<file path="config.mk">
export PLATFORM = sky130hd
export DESIGN_NAME = mem_port_arbiter
export DESIGN_NICKNAME = d
export VERILOG_FILES = /design/src/rtl/mem_port_arbiter_pkg.sv /design/src/rtl/mem_arb_timer.sv /design/src/rtl/mem_port_arbiter.sv
export SDC_FILE = /design/constraint.sdc
export NUM_CORES = 1
export LEC_CHECK = 0
export CORE_MARGIN = 2
export CORE_UTILIZATION = 55
export DETAILED_ROUTE_END_ITERATION = 10
export DONT_BUFFER_PORTS = 1
export GPL_ROUTABILITY_DRIVEN = 1
export PLACE_DENSITY = 0.7
export SKIP_CTS_REPAIR_TIMING = 1
export SYNTH_ARGS = -nofsm -noshare
export SYNTH_HDL_FRONTEND = slang
export SYNTH_SLANG_ARGS = --single-unit
export TNS_END_PERCENT = 1
</file>
<file path="constraint.sdc">
create_clock -name clk -period 2.45 [get_ports clk]
set_clock_uncertainty 0.1 [all_clocks]
set_input_delay 0.245 -clock clk [delete_from_list [all_inputs] [get_ports clk]]
set_output_delay 0.245 -clock clk [all_outputs]
set_load 0.01 [all_outputs]
</file>
<file path="src/rtl/mem_port_arbiter_pkg.sv">
// mem_port_arbiter_pkg
// Shared definitions for the two-requester memory port arbiter:
//   - default address/data widths and wait timeout
//   - FSM state encoding
//   - grant identifiers (instruction fetch vs. data stage)
package mem_port_arbiter_pkg;

  localparam int ADDR_W_DEF  = 32;
  localparam int DATA_W_DEF  = 32;
  localparam int TIMEOUT_DEF = 64;

  typedef enum logic [1:0] {
    IDLE    = 2'd0,
    IF_BUSY = 2'd1,
    D_BUSY  = 2'd2,
    DONE    = 2'd3
  } arb_state_t;

  typedef enum logic {
    GNT_IF = 1'b0,
    GNT_D  = 1'b1
  } gnt_t;

endpackage

</file>
<file path="src/rtl/mem_arb_timer.sv">
// mem_arb_timer
// Memory-wait counter. Counts busy cycles in which the memory has not yet
// answered; expired is asserted combinationally on the TIMEOUT-th such cycle.
// Ports:
//   clk, reset  - clock, synchronous active-high reset
//   clear       - restart the count (on every grant)
//   enable      - a busy cycle without mem_ready
//   expired     - this enabled cycle is the TIMEOUT-th one
module mem_arb_timer
  import mem_port_arbiter_pkg::*;
#(
  parameter int TIMEOUT = TIMEOUT_DEF
) (
  input  logic clk,
  input  logic reset,
  input  logic clear,
  input  logic enable,
  output logic expired
);

  localparam int CNT_W = (TIMEOUT > 1) ? $clog2(TIMEOUT) : 1;

  logic [CNT_W-1:0] count;

  // Count holds the number of earlier waiting cycles, so the TIMEOUT-th
  // waiting cycle sees TIMEOUT-1.
  assign expired = enable && (count == CNT_W'(TIMEOUT - 1));

  always_ff @(posedge clk) begin
    if (reset) begin
      count <= '0;
    end else if (clear) begin
      count <= '0;
    end else if (enable && !expired) begin
      count <= count + CNT_W'(1);
    end
  end

endmodule

</file>
<file path="src/rtl/mem_port_arbiter.sv">
// mem_port_arbiter
// Shares one memory port between an instruction-fetch requester (read-only)
// and a data-stage requester (read/write). One transaction at a time: grant,
// wait for mem_ready (or timeout), one-cycle ready pulse, back to idle.
// Ports:
//   clk, reset                              - clock, synchronous active-high reset
//   if_req, if_addr, if_rdata, if_ready     - fetch request / completion
//   d_req, d_we, d_addr, d_wdata,
//   d_rdata, d_ready                        - data-stage request / completion
//   mem_req, mem_we, mem_addr, mem_wdata,
//   mem_rdata, mem_ready                    - shared memory port
//   err                                     - sticky timeout flag
// Build option: MEM_ARB_RR_EN selects round-robin between simultaneous
// requesters; without it the data stage always wins.
//
// state   | meaning
// --------+--------------------------------------------------
// IDLE    | no transaction; grant any pending request
// IF_BUSY | fetch on the memory port, waiting for mem_ready
// D_BUSY  | data access on the memory port, waiting for mem_ready
// DONE    | ready pulse to the granted requester, no grant
module mem_port_arbiter
  import mem_port_arbiter_pkg::*;
#(
  parameter int ADDR_W  = ADDR_W_DEF,
  parameter int DATA_W  = DATA_W_DEF,
  parameter int TIMEOUT = TIMEOUT_DEF
) (
  input  logic              clk,
  input  logic              reset,
  input  logic              if_req,
  input  logic [ADDR_W-1:0] if_addr,
  output logic [DATA_W-1:0] if_rdata,
  output logic              if_ready,
  input  logic              d_req,
  input  logic              d_we,
  input  logic [ADDR_W-1:0] d_addr,
  input  logic [DATA_W-1:0] d_wdata,
  output logic [DATA_W-1:0] d_rdata,
  output logic              d_ready,
  output logic              mem_req,
  output logic              mem_we,
  output logic [ADDR_W-1:0] mem_addr,
  output logic [DATA_W-1:0] mem_wdata,
  input  logic [DATA_W-1:0] mem_rdata,
  input  logic              mem_ready,
  output logic              err
);

  arb_state_t        state, state_nxt;
  gnt_t              grant_id;
  gnt_t              done_gnt;
  logic              grant_en;
  logic              busy;
  logic              tmr_expired;
  logic [ADDR_W-1:0] addr_q;
  logic [DATA_W-1:0] wdata_q;
  logic              we_q;

`ifdef MEM_ARB_RR_EN
  gnt_t              last_gnt;
`endif

  assign busy      = (state == IF_BUSY) || (state == D_BUSY);
  assign mem_addr  = addr_q;
  assign mem_wdata = wdata_q;

  mem_arb_timer #(
    .TIMEOUT(TIMEOUT)
  ) u_timer (
    .clk     (clk),
    .reset   (reset),
    .clear   (grant_en),
    .enable  (busy && !mem_ready),
    .expired (tmr_expired)
  );

  // Arbitration; only consulted in IDLE.
  always_comb begin
    grant_id = GNT_IF;
`ifdef MEM_ARB_RR_EN
    if (if_req && d_req) begin
      grant_id = (last_gnt == GNT_D) ? GNT_IF : GNT_D;
    end else if (d_req) begin
      grant_id = GNT_D;
    end
`else
    if (d_req) begin
      grant_id = GNT_D;
    end
`endif
  end

  always_ff @(posedge clk) begin
    if (reset) begin
      state <= IDLE;
    end else begin
      state <= state_nxt;
    end
  end

  always_comb begin
    state_nxt = state;
    grant_en  = 1'b0;
    mem_req   = 1'b0;
    mem_we    = 1'b0;
    if_ready  = 1'b0;
    d_ready   = 1'b0;
    case (state)
      IDLE: begin
        if (if_req || d_req) begin
          grant_en  = 1'b1;
          state_nxt = (grant_id == GNT_D) ? D_BUSY : IF_BUSY;
        end
      end
      IF_BUSY: begin
        mem_req = 1'b1;
        if (mem_ready || tmr_expired) state_nxt = DONE;
      end
      D_BUSY: begin
        mem_req = 1'b1;
        mem_we  = we_q;
        if (mem_ready || tmr_expired) state_nxt = DONE;
      end
      DONE: begin
        if_ready  = (done_gnt == GNT_IF);
        d_ready   = (done_gnt == GNT_D);
        state_nxt = IDLE;
      end
      default: state_nxt = IDLE;
    endcase
  end

  always_ff @(posedge clk) begin
    if (reset) begin
      addr_q   <= '0;
      wdata_q  <= '0;
      we_q     <= 1'b0;
      done_gnt <= GNT_IF;
      if_rdata <= '0;
      d_rdata  <= '0;
      err      <= 1'b0;
`ifdef MEM_ARB_RR_EN
      last_gnt <= GNT_IF;
`endif
    end else begin
      if (grant_en) begin
        done_gnt <= grant_id;
`ifdef MEM_ARB_RR_EN
        last_gnt <= grant_id;
`endif
        if (grant_id == GNT_D) begin
          addr_q  <= d_addr;
          we_q    <= d_we;
          wdata_q <= d_wdata;
        end else begin
          // Fetches carry no write data; mem_wdata keeps the last store value.
          addr_q  <= if_addr;
          we_q    <= 1'b0;
        end
      end
      if (busy) begin
        if (mem_ready) begin
          if (state == IF_BUSY) begin
            if_rdata <= mem_rdata;
          end else if (!we_q) begin
            d_rdata <= mem_rdata;
          end
        end else if (tmr_expired) begin
          err <= 1'b1;
          if (state == IF_BUSY) begin
            if_rdata <= '0;
          end else begin
            d_rdata <= '0;
          end
        end
      end
    end
  end

endmodule
</file>
==> out/qor.csv, run 1 <==
stage,metric,value,unit
sta,holdWs,-44.11,ps
pwr,leakage,2.846,nW
clock_tree,cts_num_sinks,139,
global_routing,track_usage,23.58,%
pwr,clkPwrFrac,31.9,%
die,initial_core_util,57.04,%
clock_tree,cts_tree,done,
sta,layout_min_cycle_time,2219,ps
placed_design,io_buffers,0,
status,status,"complete, but fails checks",
clock_tree,htreeDepth,4,
pwr,pwr_density_cell,988.4,nW/um^2
placed_design,hpwlAfterDp,9110,um
run,cap_violations,0,
routing,antenna_left,0,
pwr,p_sw_share,34.08,%
routing,via_per_inst,5.691,
clock_tree,cts_made_buffers,17,
placed_design,place.gp.congestion,0.7783,
synthesis,synthTopCellsByArea,"dfxtp_1 (49%), mux2i_1 (12%), nand2_1 (9.0%), a21oi_1 (6.4%), a211oi_1 (4.5%)",
final_layout,syn_to_final_growth,33.91,%
global_routing,grt-ovfl-total,0,
global_routing,antenna_found_initial,1,
synthesis,syn_inst,641,
pwr,total_power,7.447,mW
worst_setup_path,start_kind,register,
final_layout,drive_gt1_share,5.774,%
clock_tree,clk_path_buf_depth,2,
routing,vias,5099,
synthesis,yosys_warnings,0,
die,core_region_area,9864,sq um
synthesis,synth_top_area_cell,dfxtp_1,
routing,drc,0,
synthesis,yosysTopAreaCellShare,49.46,%
die,die_y,105.1,um
sta,tns,0,ps
clock_tree,clk_pin_slew_worst_paths,60,ps
pwr,peakVddDrop,0.7476,mV
pwr,intPower,4.909,mW
final_layout,fin_nets,889,
synthesis,syn-num-nets,781,
hold_path,hp-class,in2reg,
final_layout,most-common-layout-cells,"dfxtp_1 (139), nand2_1 (135), dlygate4sd3_1 (130)",
worst_setup_path,crit_type,reg2reg,
global_routing,grt_start_max_net_pins,136,
sta,setup_viol,0,
die,die_w,105.1,um
sta,finalHoldViolCount,4,
global_routing,grt_pass1_vias,4230,
final_layout,final_common_cell,dfxtp_1,
die,dieArea,11060,sq um
sta,rsz0062_at_grt,false,
worst_setup_path,crit_required,2810,ps
sta,worst_slew_pin_slew,509.2,ps
synthesis,ys_seq_elements,139,
sta,slew_violations,0,
routing,wire_per_inst,18.77,um
synthesis,syn_area,5627,sq um
clock_tree,cts_root_buf,clkbuf_8,
synthesis,synth_cell_types,30,
status,violations,negative hold slack,
die,rows,36,
sta,slew_headroom,66.05,%
routing,dr.first_iter.drc_count,350,
final_layout,fin_util,76.38,%
pwr,combPwrFrac,26.1,%
worst_setup_path,worst_setup_path_end_kind,register,
worst_setup_path,arrival,2580,ps
global_routing,grt_pass1_wl,20980,um
clock_tree,clk_latency,510,ps
sta,fin_crit_sh,90.56,%
routing,routed_wl,16820,um
synthesis,syn-mean-instance-area,8.778,sq um
pwr,pwr-share-seq,42.0,%
sta,fmax,0.4507,GHz
pwr,p_sw,2.538,mW
worst_setup_path,cp_max_fo,64,
die,io_pins,267,
routing,drt_first_pass_iters,6,
final_layout,n_fill_cell,642,
synthesis,seq_area_frac_synth,49.46,%
-- power groups by stage --
stage / logic (mW) / registers [mW] / clock network [mW]
6_report: 1.95 / 3.13 / 2.38
5_1_grt: 2.14 / 3.16 / 2.50
4_1_cts: 1.65 / 3.12 / 2.40
3_5_place_dp: 1.64 / 3.16 / 0
3_3_place_gp: 1.56 / 3.15 / 0
2_1_floorplan: 1.43 / 3.06 / 0
-- worst paths after layout --
kind                            slack [ps]          endpoint  depth (start not counted)  startpoint
worst max-delay path                   230      mem_addr[23]                          7    state[0]
worst min-delay path                   -40  u_timer.count[2]                          3   mem_ready
worst max register to register         230      mem_addr[23]                          7    state[0]
worst min register to register         390              we_q                          2        we_q
-- registers in the layout (all words and copies together) (netlist names) --
| name | count |
|---|---|
| mem_wdata | 32 |
| u_timer.count | 6 |
| mem_addr | 32 |
| we_q | 1 |
| d_rdata | 32 |
| done_gnt | 1 |
| if_rdata | 32 |
| err | 1 |
| state | 2 |
-- Yosys cell counts --
| library cell | instances |
|---|---|
| nand3_1 | 36 |
| o21ai_0 | 2 |
| a21oi_1 | 72 |
| buf_8 | 3 |
| nand2_1 | 135 |
| or4_1 | 1 |
| a311oi_1 | 2 |
| ha_1 | 6 |
| nor2b_1 | 4 |
| mux2i_1 | 67 |
| a22oi_1 | 1 |
| a211oi_1 | 34 |
| and4b_2 | 1 |
| dfxtp_1 | 139 |
| nand4_1 | 1 |
| nand2b_1 | 33 |
| buf_1 | 4 |
| nand3b_1 | 1 |
| buf_4 | 1 |
| clkbuf_1 | 29 |
| xor2_1 | 1 |
| buf_2 | 14 |
| inv_1 | 3 |
| nor2_1 | 41 |
| and2_1 | 4 |
| o41ai_1 | 1 |
| xnor2_1 | 1 |
| and3_1 | 2 |
| o21ai_4 | 1 |
| nor3_1 | 1 |
-- cell type report --
class | instances | area (sq um) | area share [%]
Sequential cell | 139 | 2783 | 36.93
Multi-Input combinational cell | 448 | 2596 | 34.46
Timing Repair Buffer | 140 | 1421 | 18.86
Clock buffer | 22 | 462.9 | 6.144
Tap cell | 133 | 166.4 | 2.209
Clock inverter | 10 | 91.34 | 1.212
Inverter | 3 | 11.26 | 0.1495
Antenna cell | 1 | 2.502 | 0.03321
-- worst max-delay path: stages, from the launching register on --
cell and delay (ps):
dfxtp_1 330, inv_1 110, ha_1 270, nor2b_4 200
buf_12 250, nor2_1 80, a211oi_1 220, dlygate4sd3_1 570
-- layer usage --
| metal | up-vias | wire, um | track usage [%] | share of wire [%] |
|---|---|---|---|---|
| met5 | - | 0 | 0 | 0 |
| met4 | 0 | 478 | 10.10 | 2.8 |
| met3 | 39 | 1425 | 9.046 | 8.5 |
| met2 | 255 | 8619 | 40.07 | 51 |
| met1 | 2411 | 6290 | 26.26 | 37 |
| li1 | 2394 | - | - | - |
-- stage by stage --
step           area (sq um)  hold slack (ps)  cells  setup WS (ps)
5_1_grt                7535            1.538    896          90.67
3_3_place_gp           5649            223.6    732          536.6
4_1_cts                6203           -320.8    764          371.3
2_1_floorplan          5627            281.0    641          446.5
6_report               7535           -44.11    896          231.3
3_5_place_dp           5649            227.0    732          396.2
-- cell families after synthesis --
| kind of cell | after synthesis | synth area share [%] |
|---|---|---|
| XOR/XNOR | 2 | 0.3114 |
| AO/OA/AOI/OAI | 113 | 12.01 |
| flip-flops | 139 | 49.46 |
| AND/OR/NAND/NOR | 260 | 20.39 |
| buffers and inverters | 54 | 4.581 |
| adder cells (fa/ha/maj) | 6 | 1.334 |
| multiplexers | 67 | 11.92 |
Power figures use the tool's default switching activity.
==> run 2: changes to the inputs <==
--- a/config.mk
+++ b/config.mk
@@ -5,7 +5,8 @@
 export SDC_FILE = /design/constraint.sdc
 export NUM_CORES = 1
 export LEC_CHECK = 0
-export CORE_MARGIN = 2
+export CAP_MARGIN = 30
+export CORE_MARGIN = 4
 export CORE_UTILIZATION = 55
 export DETAILED_ROUTE_END_ITERATION = 10
 export DONT_BUFFER_PORTS = 1
==> run 2 against run 1 <==
  * The run now ends clean
  * Worst setup slack got worse by 45 ps
  * Utilization up 0.61 points
  * Clock power rose by 8.8%
  * Worst hold slack gained 77 ps
  * Global-route usage is 1.2 points lower
  * Wire length fell by 0.12%
  * Count of clock-buffer cells in the layout shrank 3
  * Power increased by 3.0%
  * Sequential share of layout area down 0.29 points
  * Highest routed layer unchanged
==> out/qor.csv, run 2 (same netlist as run 1, synthesis figures left out) <==
stage,metric,value,unit
status,status,finished clean,
worst_setup_path,arrival,2610,ps
die,initial_core_util,57.04,%
sta,rsz0062_at_grt,false,
sta,slew_violations,0,
worst_setup_path,worst_setup_path_end_kind,register,
global_routing,grt_pass1_wl,21000,um
pwr,pwr_density_cell,1010,nW/um^2
global_routing,track_usage,22.33,%
sta,fin_crit_sh,92.38,%
worst_setup_path,path_buf_inv,3,
routing,drc,0,
clock_tree,cts_num_sinks,139,
sta,setup_slack,186.6,ps
final_layout,drive_gt1_share,6.029,%
clock_tree,cts_tree,done,
final_layout,n_fill_cell,621,
worst_setup_path,crit_family,buffers and inverters,
placed_design,hpwlAfterDp,9532,um
clock_tree,cts_made_buffers,17,
sta,finalHoldViolCount,0,
placed_design,pre_cts_ws,438.1,ps
routing,drt_first_pass_iters,7,
final_layout,most-common-layout-cells,"dfxtp_1 (139), nand2_1 (135), dlygate4sd3_1 (131)",
worst_setup_path,cp_slowest_cell,dlygate4sd3_1,
placed_design,placed_cells,732,
final_layout,final_common_cell,dfxtp_1,
sta,fmax,0.4418,GHz
pwr,leakage,2.868,nW
routing,via_per_inst,5.619,
global_routing,grt_start_max_net_pins,136,
die,core_region_area,9864,sq um
placed_design,place.gp.congestion,0.7793,
clock_tree,htreeDepth,4,
worst_setup_path,crit_required,2800,ps
clock_tree,clk_latency,500,ps
die,io_pins,267,
clock_tree,clk_pin_slew_worst_paths,60,ps
global_routing,grt-ovfl-total,0,
sta,slew_headroom,66.00,%
final_layout,fin_nets,890,
global_routing,grt_pass1_vias,4265,
die,dieArea,11910,sq um
routing,antenna_left,0,
die,die_w,109.1,um
run,cap_violations,0,
sta,setup_viol,0,
final_layout,syn_to_final_growth,34.98,%
worst_setup_path,crit_type,reg2reg,
final_layout,final_cells,896,
routing,routed_wl,16800,um
die,die_y,109.1,um
global_routing,antenna_found_initial,0,
sta,layout_min_cycle_time,2263,ps
routing,dr.first_iter.drc_count,344,
hold_path,hp-class,in2reg,
routing,wire_per_inst,18.74,um
routing,wl_met2,8547,um
die,rows,36,
sta,tns,0,ps
routing,wl_met3,1662,um
final_layout,fin_util,76.99,%
placed_design,io_buffers,0,
worst_setup_path,max_stage_delay,590,ps
pwr,peakVddDrop,0.9188,mV
worst_setup_path,crit_chain,inv_1 -> ha_1 -> nor2b_4 -> buf_12 -> nor2_1 -> a211oi_1 -> dlygate4sd3_1,
pwr,total_power,7.672,mW
sta,worst_slew_pin_slew,510.0,ps
routing,vias,5035,
worst_setup_path,cp_max_fo,64,
clock_tree,cts_root_buf,clkbuf_8,
routing,top_layer_used,met4,
worst_setup_path,start_kind,register,
final_layout,diodes,0,
routing,wl_met1,6292,um
clock_tree,clk_path_buf_depth,2,
run 2: cell count changes in the layout (fill, tap and decap cells not counted):
cell           change
diode_2            -1
clkbuf_1           -2
bufinv_16          +2
clkbuf_8           -1
clkinvlp_4         +2
inv_6              +1
clkinv_2           -2
dlygate4sd3_1      +1
run 2: worst reg2reg max path: stages, from the launching register on:
cell	delay [ps]
dfxtp_1	340
inv_1	110
ha_1	270
nor2b_4	200
buf_12	240
nor2_1	100
a211oi_1	250
dlygate4sd3_1	590
run 2: path summary, 6_finish.rpt:
path | startpoint | endpoint | slack [ps] | depth (start not counted)
worst max-delay path | state[1] | mem_addr[18] | 190 | 7
worst min-delay path | mem_ready | u_timer.count[5] | 30 | 3
worst max register to register | state[1] | mem_addr[18] | 190 | 7
worst min register to register | mem_wdata[14] | mem_wdata[14] | 410 | 2
run 2: power breakdown:
part,internal [mW],switching [mW],leakage (nW)
clock network,1.61,0.975,0.287
logic,0.836,1.12,1.45
registers,2.66,0.473,1.13
run 2: per-stage QoR:
stage / hold WS, ps / instance area [sq um]
2_1_floorplan: 281.0 / 5627
4_1_cts: -310.0 / 6256
6_report: 32.79 / 7595
3_5_place_dp: 226.2 / 5649
3_3_place_gp: 223.5 / 5649
5_1_grt: 28.13 / 7595
run 2: cell type report:
cell class | instances | area (sq um) | share of cell area (%)
clock inverter | 13 | 165.2 | 2.175
sequential | 139 | 2783 | 36.64
tap | 133 | 166.4 | 2.191
multi-input combinational | 448 | 2596 | 34.18
inverter | 3 | 11.26 | 0.1483
timing repair buffer | 141 | 1431 | 18.85
clock buffer | 19 | 441.7 | 5.815
run 2: routing by layer:
layer,up-vias,GRT usage [%]
li1,2391,-
met1,2383,25.29
met2,233,37.46
met3,28,10.18
met4,0,7.124
met5,-,0
